**config.mk**
```make
export PLATFORM = sky130hd
export DESIGN_NAME = voice_allocator
export DESIGN_NICKNAME = d
export VERILOG_FILES = /design/src/rtl/mypackage.sv /design/src/rtl/voice_allocator.sv
export SDC_FILE = /design/constraint.sdc
export NUM_CORES = 1
export LEC_CHECK = 0
export CAP_MARGIN = 10
export CORE_ASPECT_RATIO = 2
export CORE_UTILIZATION = 53
export DETAILED_ROUTE_END_ITERATION = 6
export GPL_ROUTABILITY_DRIVEN = 0
export PLACE_DENSITY = 0.78
export SETUP_SLACK_MARGIN = 0.3
export SLEW_MARGIN = 20
export SYNTH_ARGS = -nofsm -noshare
export SYNTH_HDL_FRONTEND = slang
export SYNTH_SLANG_ARGS = --single-unit
```
**constraint.sdc**
```tcl
create_clock -name clock -period 3.05 [get_ports clock]
set_input_delay 0.7625 -clock clock [delete_from_list [all_inputs] [get_ports clock]]
set_output_delay 0.7625 -clock clock [all_outputs]
set_load 0.05 [all_outputs]
```
**src/rtl/mypackage.sv**
```systemverilog
// Shared types for the oscillator bank and its controllers.
package mypackage;

    localparam int unsigned FREQ_BITS = 32;

    // Unsigned Q16.16 frequency in Hz, as consumed by nco.freq.
    typedef logic [FREQ_BITS-1:0] frequency;

endpackage

```
**src/rtl/voice_allocator.sv**
```systemverilog
// Polyphony allocator: maps note-on/off events onto VOICES nco voices, scanning one
// voice per cycle and stealing the least recently allocated voice when all are busy.
module voice_allocator #(
    parameter int unsigned VOICES    = 4,
    parameter int unsigned NOTE_BITS = 7,
    parameter int unsigned AGE_BITS  = 4
) (
    input  logic                 clock,
    input  logic                 reset,
    input  logic                 ev_valid,
    output logic                 ev_ready,
    input  logic                 ev_on,
    input  logic [NOTE_BITS-1:0] ev_note,
    input  mypackage::frequency  ev_freq,
    output mypackage::frequency  voice_freq [VOICES],
    output logic [VOICES-1:0]    voice_enable,
    output logic [VOICES-1:0]    voice_restart,
    output logic                 stolen
);
    localparam int unsigned         IDX_W    = (VOICES > 1) ? $clog2(VOICES) : 1;
    localparam logic [IDX_W-1:0]    IDX_LAST = IDX_W'(VOICES - 1);
    localparam logic [AGE_BITS-1:0] AGE_MAX  = '1;

    typedef enum logic [1:0] {IDLE = 2'd0, SCAN = 2'd1, COMMIT = 2'd2} state_e;

    state_e state_q, state_d;
    logic   accept_c, scan_c, commit_c;

    logic                 ev_ready_q, ev_ready_d;
    logic                 lat_on_q, lat_on_d;
    logic [NOTE_BITS-1:0] lat_note_q, lat_note_d;
    mypackage::frequency  lat_freq_q, lat_freq_d;

    logic [IDX_W-1:0]     idx_q, idx_d;
    logic                 match_vld_q, match_vld_d;
    logic [IDX_W-1:0]     match_idx_q, match_idx_d;
    logic                 free_vld_q, free_vld_d;
    logic [IDX_W-1:0]     free_idx_q, free_idx_d;
    logic [IDX_W-1:0]     old_idx_q, old_idx_d;
    logic [AGE_BITS-1:0]  old_age_q, old_age_d;
    logic [IDX_W-1:0]     target_c;

    logic [VOICES-1:0]    active_q, active_d;
    logic [NOTE_BITS-1:0] note_q [VOICES];
    logic [NOTE_BITS-1:0] note_d [VOICES];
    mypackage::frequency  freq_q [VOICES];
    mypackage::frequency  freq_d [VOICES];
    logic [AGE_BITS-1:0]  age_q  [VOICES];
    logic [AGE_BITS-1:0]  age_d  [VOICES];

    logic [VOICES-1:0]    restart_pend_q, restart_pend_d;
    logic                 stolen_pend_q, stolen_pend_d;

    logic [VOICES-1:0]    voice_enable_q, voice_enable_d;
    logic [VOICES-1:0]    voice_restart_q, voice_restart_d;
    logic                 stolen_q, stolen_d;
    mypackage::frequency  voice_freq_q [VOICES];
    mypackage::frequency  voice_freq_d [VOICES];

    // State register.
    always_ff @(posedge clock) begin
        if (reset) state_q <= IDLE;
        else       state_q <= state_d;
    end

    // Next-state logic.
    always_comb begin
        state_d = state_q;
        case (state_q)
            IDLE:    if (accept_c) state_d = SCAN;
            SCAN:    if (idx_q == IDX_LAST) state_d = COMMIT;
            COMMIT:  state_d = IDLE;
            default: state_d = IDLE;
        endcase
    end

    // FSM outputs.
    always_comb begin
        accept_c   = (state_q == IDLE) && ev_ready_q && ev_valid;
        scan_c     = (state_q == SCAN);
        commit_c   = (state_q == COMMIT);
        ev_ready_d = (state_d == IDLE);
    end

    // Event latch, per-voice scan and commit of the chosen voice.
    always_comb begin
        lat_on_d       = lat_on_q;
        lat_note_d     = lat_note_q;
        lat_freq_d     = lat_freq_q;
        idx_d          = idx_q;
        match_vld_d    = match_vld_q;
        match_idx_d    = match_idx_q;
        free_vld_d     = free_vld_q;
        free_idx_d     = free_idx_q;
        old_idx_d      = old_idx_q;
        old_age_d      = old_age_q;
        active_d       = active_q;
        note_d         = note_q;
        freq_d         = freq_q;
        age_d          = age_q;
        restart_pend_d = '0;
        stolen_pend_d  = 1'b0;

        target_c = old_idx_q;
        if (match_vld_q)     target_c = match_idx_q;
        else if (free_vld_q) target_c = free_idx_q;

        if (accept_c) begin
            lat_on_d    = ev_on;
            lat_note_d  = ev_note;
            lat_freq_d  = ev_freq;
            idx_d       = '0;
            match_vld_d = 1'b0;
            match_idx_d = '0;
            free_vld_d  = 1'b0;
            free_idx_d  = '0;
            old_idx_d   = '0;
            old_age_d   = '0;
        end

        if (scan_c) begin
            idx_d = idx_q + 1'b1;
            if (!match_vld_q && active_q[idx_q] && (note_q[idx_q] == lat_note_q)) begin
                match_vld_d = 1'b1;
                match_idx_d = idx_q;
            end
            if (!free_vld_q && !active_q[idx_q]) begin
                free_vld_d = 1'b1;
                free_idx_d = idx_q;
            end
            // Strict compare keeps the lowest index among equally old voices.
            if (age_q[idx_q] > old_age_q) begin
                old_age_d = age_q[idx_q];
                old_idx_d = idx_q;
            end
        end

        if (commit_c) begin
            if (lat_on_q) begin
                for (int unsigned v = 0; v < VOICES; v++) begin
                    if (IDX_W'(v) == target_c) begin
                        note_d[v]         = lat_note_q;
                        freq_d[v]         = lat_freq_q;
                        active_d[v]       = 1'b1;
                        age_d[v]          = '0;
                        restart_pend_d[v] = 1'b1;
                    end else if (age_q[v] != AGE_MAX) begin
                        age_d[v] = age_q[v] + 1'b1;
                    end
                end
                stolen_pend_d = !match_vld_q && !free_vld_q;
            end else if (match_vld_q) begin
                active_d[match_idx_q] = 1'b0;
            end
        end
    end

    // Output staging: voice state is presented one cycle after commit.
    always_comb begin
        voice_enable_d  = active_q;
        voice_restart_d = restart_pend_q;
        stolen_d        = stolen_pend_q;
        voice_freq_d    = freq_q;
    end

    always_ff @(posedge clock) begin
        if (reset) begin
            ev_ready_q      <= 1'b0;
            lat_on_q        <= 1'b0;
            lat_note_q      <= '0;
            lat_freq_q      <= '0;
            idx_q           <= '0;
            match_vld_q     <= 1'b0;
            match_idx_q     <= '0;
            free_vld_q      <= 1'b0;
            free_idx_q      <= '0;
            old_idx_q       <= '0;
            old_age_q       <= '0;
            active_q        <= '0;
            restart_pend_q  <= '0;
            stolen_pend_q   <= 1'b0;
            voice_enable_q  <= '0;
            voice_restart_q <= '0;
            stolen_q        <= 1'b0;
            for (int unsigned v = 0; v < VOICES; v++) begin
                note_q[v]       <= '0;
                freq_q[v]       <= '0;
                age_q[v]        <= AGE_MAX;
                voice_freq_q[v] <= '0;
            end
        end else begin
            ev_ready_q      <= ev_ready_d;
            lat_on_q        <= lat_on_d;
            lat_note_q      <= lat_note_d;
            lat_freq_q      <= lat_freq_d;
            idx_q           <= idx_d;
            match_vld_q     <= match_vld_d;
            match_idx_q     <= match_idx_d;
            free_vld_q      <= free_vld_d;
            free_idx_q      <= free_idx_d;
            old_idx_q       <= old_idx_d;
            old_age_q       <= old_age_d;
            active_q        <= active_d;
            restart_pend_q  <= restart_pend_d;
            stolen_pend_q   <= stolen_pend_d;
            voice_enable_q  <= voice_enable_d;
            voice_restart_q <= voice_restart_d;
            stolen_q        <= stolen_d;
            note_q          <= note_d;
            freq_q          <= freq_d;
            age_q           <= age_d;
            voice_freq_q    <= voice_freq_d;
        end
    end

    assign ev_ready      = ev_ready_q;
    assign voice_enable  = voice_enable_q;
    assign voice_restart = voice_restart_q;
    assign stolen        = stolen_q;
    assign voice_freq    = voice_freq_q;

endmodule

```
# [Word level (Yosys, flattened, before mapping)]
# Index checks and enable logic that the tools add are counted.
# Widths: inputs -> output; s select.
[word_totals] output_inout_bits=138 regBits=375 elab_cells=152 input_bits=43
[op_classes] eq_ne=15 n_lt_le_gt_ge=5 mux=53 bitwise_logic=5 add_sub_neg=5 n_reduce_logical=32
[ops] operator="$mux 4" n=15
[ops] operator="$reduce_and 3->1" n=12
[ops] operator="$mux 2" n=15
[ops] operator="$add 4x1->4 const B" n=4
[ops] operator="$mux 1" n=16
[ops] operator="$ne 4x4->1 const B" n=4
[ops] operator="$bmux 7 s2" n=1
[ops] operator="$mux 7" n=2
[ops] operator="$reduce_bool 2->1" n=6
[ops] operator="$bmux 4 s2" n=1
[ops] operator="$ne 2x1->1 const B" n=4
[ops] operator="$eq 7x7->1" n=1
[ops] operator="$logic_and 1x1->1" n=7
[ops] operator="$logic_not 2->1" n=3
[ops] operator="$lt 2x3->1 const B" n=2
[ops] operator="$and 4x4->4" n=1
[ops] operator="$eq 2x2->1 const A" n=2
[ops] operator="$eq 2x2->1 const B" n=2
[ops] operator="$gt 4x4->1" n=1
[ops] operator="$not 4->4" n=1
[ops] operator="$pmux 2 s2" n=1
[ops] operator="$ge 3x3->1 const B" n=1
[ops] operator="$logic_not 1->1" n=3
[ops] operator="$not 2->3" n=1
[ops] operator="other kinds (8)" n=9

# [Longest topological paths before layout]
[logic_depth] word_depth=8 mapped_depth=9 mapped_depth_nobuf=7

# [Worst setup path after synthesis]
# No wires, ideal clock.
[synth_path] path_kind="register to register" from="register idx_q[0]" to="register old_age_q[0]" stages_incl_launch_ff=10 arrival_ns=2.453 setup_ns=0.070 path_slack_ns=0.527 t_required_ns=2.980 synth_period_minus_slack_ns=2.523 n_path_buf=2 path_cell_list="dfxtp_1 -> buf_6 -> buf_4 -> mux4_2 -> ha_1 -> a21oi_1 -> nor2b_1 -> o311ai_1 -> nand3_1 -> a21oi_1"
[synth_via] elab_chain_cells=7
[synth_rtl] item="from (decl)" line_no="voice_allocator.sv:34" source="logic [IDX_W-1:0] idx_q, idx_d;"
[synth_rtl] item="from (signal assigned)" line_no="voice_allocator.sv:196" source="idx_q <= idx_d;"
[synth_rtl] item="$not 2->3 (implied by the code) *" line_no="voice_allocator.sv:132, voice_allocator.sv:133"
[synth_rtl] item="$bmux 4 s2 *" line_no="voice_allocator.sv:132, voice_allocator.sv:133"
[synth_rtl] item="$mux 4 (implied by the code) * (2 in a row)" line_no="voice_allocator.sv:132, voice_allocator.sv:133"
[synth_rtl] item="$gt 4x4->1" line_no="voice_allocator.sv:132" source="if (age_q[idx_q] > old_age_q) begin"
[synth_rtl] item="$mux 4 *" line_no="voice_allocator.sv:132"
[synth_rtl] item="$mux 4 *" line_no="voice_allocator.sv:121" source="if (scan_c) begin"
[synth_rtl] item="to (signal assigned)" line_no="voice_allocator.sv:202" source="old_age_q <= old_age_d;"
[synth_rtl] item="to (decl)" line_no="voice_allocator.sv:40" source="logic [AGE_BITS-1:0] old_age_q, old_age_d;"
# Mark *: on every way between the ends. The rest lies on a longest branch, timed or not. The select of a mux whose other input is x is not followed.
# A chain may end at the register's enable or synchronous reset.

# [Worst setup path in the final report]
[layout_path] from="register ev_ready_q (netlist: ev_ready)" to="output port ev_ready"
[layout_rtl] item="from (decl)" line_no="voice_allocator.sv:29" source="logic ev_ready_q, ev_ready_d;"
[layout_rtl] item="from (signal assigned)" line_no="voice_allocator.sv:192" source="ev_ready_q <= ev_ready_d;"
[layout_rtl] item="to (decl)" line_no="voice_allocator.sv:11" source="output logic ev_ready,"
# No word-level cell between the ends.

==> results_dict.tcl <==
set metrics [dict create \
    run_status "finished, final reports clean" \
    rsz0062_at_grt "false" \
    htreeDepth 1 \
    worstSetupPathType "flop to output port" \
    grt_max_degree 74 \
    overflow 0 \
    yosys.area.top_type "dfxtp_1" \
    drive_above_1_share_pct 8.10 \
    synthDistinctLibCells 49 \
    peakVddDrop_mv 0.478 \
    dpl_worst_slack_ns 0.440 \
    tritoncts "done" \
    worst-path-stages 1 \
    dr.pass1.iters 4 \
    synthCells 1123 \
    grt_pass1_wl_um 47200 \
    detail-route-antenna-nets 0 \
    cts-buffers-inserted 29 \
    hp-class "flop to flop" \
    cts_hold_buffers 0 \
    diodes 0 \
    dp_cells 1537 \
    ys_top_cells_by_count "dfxtp_1, nand2_1, nor2b_1" \
    fmax_mhz 392 \
    drtIter0Drc 338 \
    pwr_density_cell_nw_per_um2 599 \
    synth_area_um2 12100 \
    synth_nets 1175 \
    end_kind "output port" \
    dieHeight_um 216 \
    vias_per_cell 5.59 \
    critPathSlowestCell "clkdlybuf4s50_1" \
    vias 8887 \
    port_buffers 180 \
    synth_edf_count 0 \
    wire_per_inst_um 19.2 \
    cp_num_buf_inv 1 \
    instances_no_fill 1589 \
    rr_endpoint "old_age_q[1]" \
    leakagePower_nw 5.63 \
    max_slew.worst_pin.slew_ns 0.800 \
    cp.required_ns 2.29 \
    ctsLongestPathBuffers 3 \
    finalClockSkew_ns 0.0128 \
    synth_warnings 0 \
    path_delay_family "buffers and inverters" \
    setup_ws_ns 0.496 \
    fin_area_um2 15300 \
    crit_chain "clkdlybuf4s50_1" \
    startpoint "ev_ready" \
    setup-violations-final 0 \
    timing.final.hold_violations 0 \
    min_period_ns 2.55 \
    holdPathEnd "voice_restart[2]" \
    holdWs_ns 0.452 \
    grt_use_total_pct 26.3 \
    area_delta_synth_final_pct 26.0 \
    reg2regPathDepth 7 \
    utilization_pct 67.8 \
    ys_ff_latch 375 \
    nNetsFinal 1340 \
    ios 181 \
    root_buffer "clkbuf_16" \
    std_cell_rows 78 \
    ff2ff_setup_slack_ns 0.62 \
    synth.area.top_cells "dfxtp_1, o22a_1, nor2b_1" \
    clock-sinks 375 \
    die_x_um 109 \
    slew_viol_final 0 \
    first_global_vias 9054 \
    drc 0 \
    path_max_fanout 3 \
    r2r-start "idx_q[0]" \
    clkSlewWorstSetupHoldPaths_ns 0.07 \
    async_flop_share_pct 0 \
    initial_core_util_pct 53.8 \
    maxCapViolCount 0 \
    antenna_found_initial 0 \
    yosys.cell_count.top_type "dfxtp_1" \
    tns_ns 0 \
    timing.final.crit_share_pct 83.7 \
    syn-mean-instance-area_um2 10.8 \
    synth_top_area_share_pct 61.9 \
    total_power_mw 9.17 \
    startpoint_type "flop" \
    max_slew_margin_pct 46.4 \
    hpwl_um 20000 \
    core_area_um2 22500 \
    slowest_delay_ns 0.83 \
    insertion_delay_ns 0.55 \
    min_from "restart_pend_q[2]" \
    dieArea_um2 23500 \
    worstHoldPathCells 1 \
    placed_cell_area_um2 14300 \
    critPathArrivalTime_ns 1.79 \
    wirelength_um 30500 \
    synth-main-ff-cell "dfxtp_1" \
    seq_area_frac_synth_pct 61.9 \
]
where the power goes:
part / total [mW] / internal [mW] / switching (mW) / leakage, nW
Clock: 3.90 / 2.22 / 1.67 / 0.492
Combinational: 0.286 / 0.117 / 0.169 / 2.11
Sequential: 4.99 / 4.93 / 0.0552 / 3.02
Total: 9.17 / 7.27 / 1.90 / 5.63
sequential cells by signal (all words and copies together) (netlist names), 2 cells and up:
name,flops
freq_q,128
note_q,28
active_q,4
idx_q,2
lat_note_q,7
lat_freq_q,32
old_idx_q,2
voice_enable,4
free_idx_q,2
match_idx_q,2
state_q,2
age_q,16
voice_freq,128
restart_pend_q,4
old_age_q,4
voice_restart,4
repair_timing:
item,4_1_cts,5_1_grt
endpoints found under the setup margin,0,6
resized for setup,0,1
setup buffers,0,0
logic make-up after synthesis:
family / share of synthesized area, %
XOR/XNOR: 0.577
flip-flops: 61.9
multiplexers: 2.59
AND/OR/NAND/NOR: 15.7
adder cells (fa/ha/maj): 0.928
AO/OA/AOI/OAI: 15.5
buffers and inverters: 2.77
metal layers:
layer	track usage (%)	vias to the layer above	wire [um]
met4	17.5	0	1980
met3	2.84	102	1230
met1	27.2	4310	11000
met2	48.3	280	16300
met5	0	-	0
li1	-	4195	-
how the worst max path moves through the flow:
stage / end / slack [ns]
final: ev_ready / 0.50
after global routing: old_age_q[1] / 0.45
after CTS: old_age_q[1] / 0.43
after detailed placement: old_age_q[1] / 0.44
after global placement: old_age_q[1] / 0.50
after floorplan: old_age_q[0] / 0.53
layout by cell type, fill, tap and decap left out, types with 5 or more instances in the layout:
master           instances
dfxtp_1                375
clkdlybuf4s50_1        179
nand2_1                162
nor2b_1                139
o22a_1                 128
a21oi_1                 87
clkbuf_16               29
buf_4                   23
nand3_1                 20
nor2_1                  19
mux4_2                  11
o21ai_0                  9
ha_1                     9
clkbuf_8                 9
inv_1                    7
xnor2_1                  7
a311o_1                  6
nand3_2                  5
nand3b_1                 5
buf_12                   5
area by class of cell:
| type | count | area, um2 |
|---|---|---|
| clock buffer | 41 | 861 |
| clock inverter | 11 | 143 |
| fill | 1712 | 7250 |
| inverter | 7 | 26.3 |
| multi-input combinational | 667 | 4330 |
| sequential | 375 | 7510 |
| tap | 280 | 350 |
| timing repair buffer | 208 | 2080 |
Note: power is estimated with default switching activity, not from simulation.
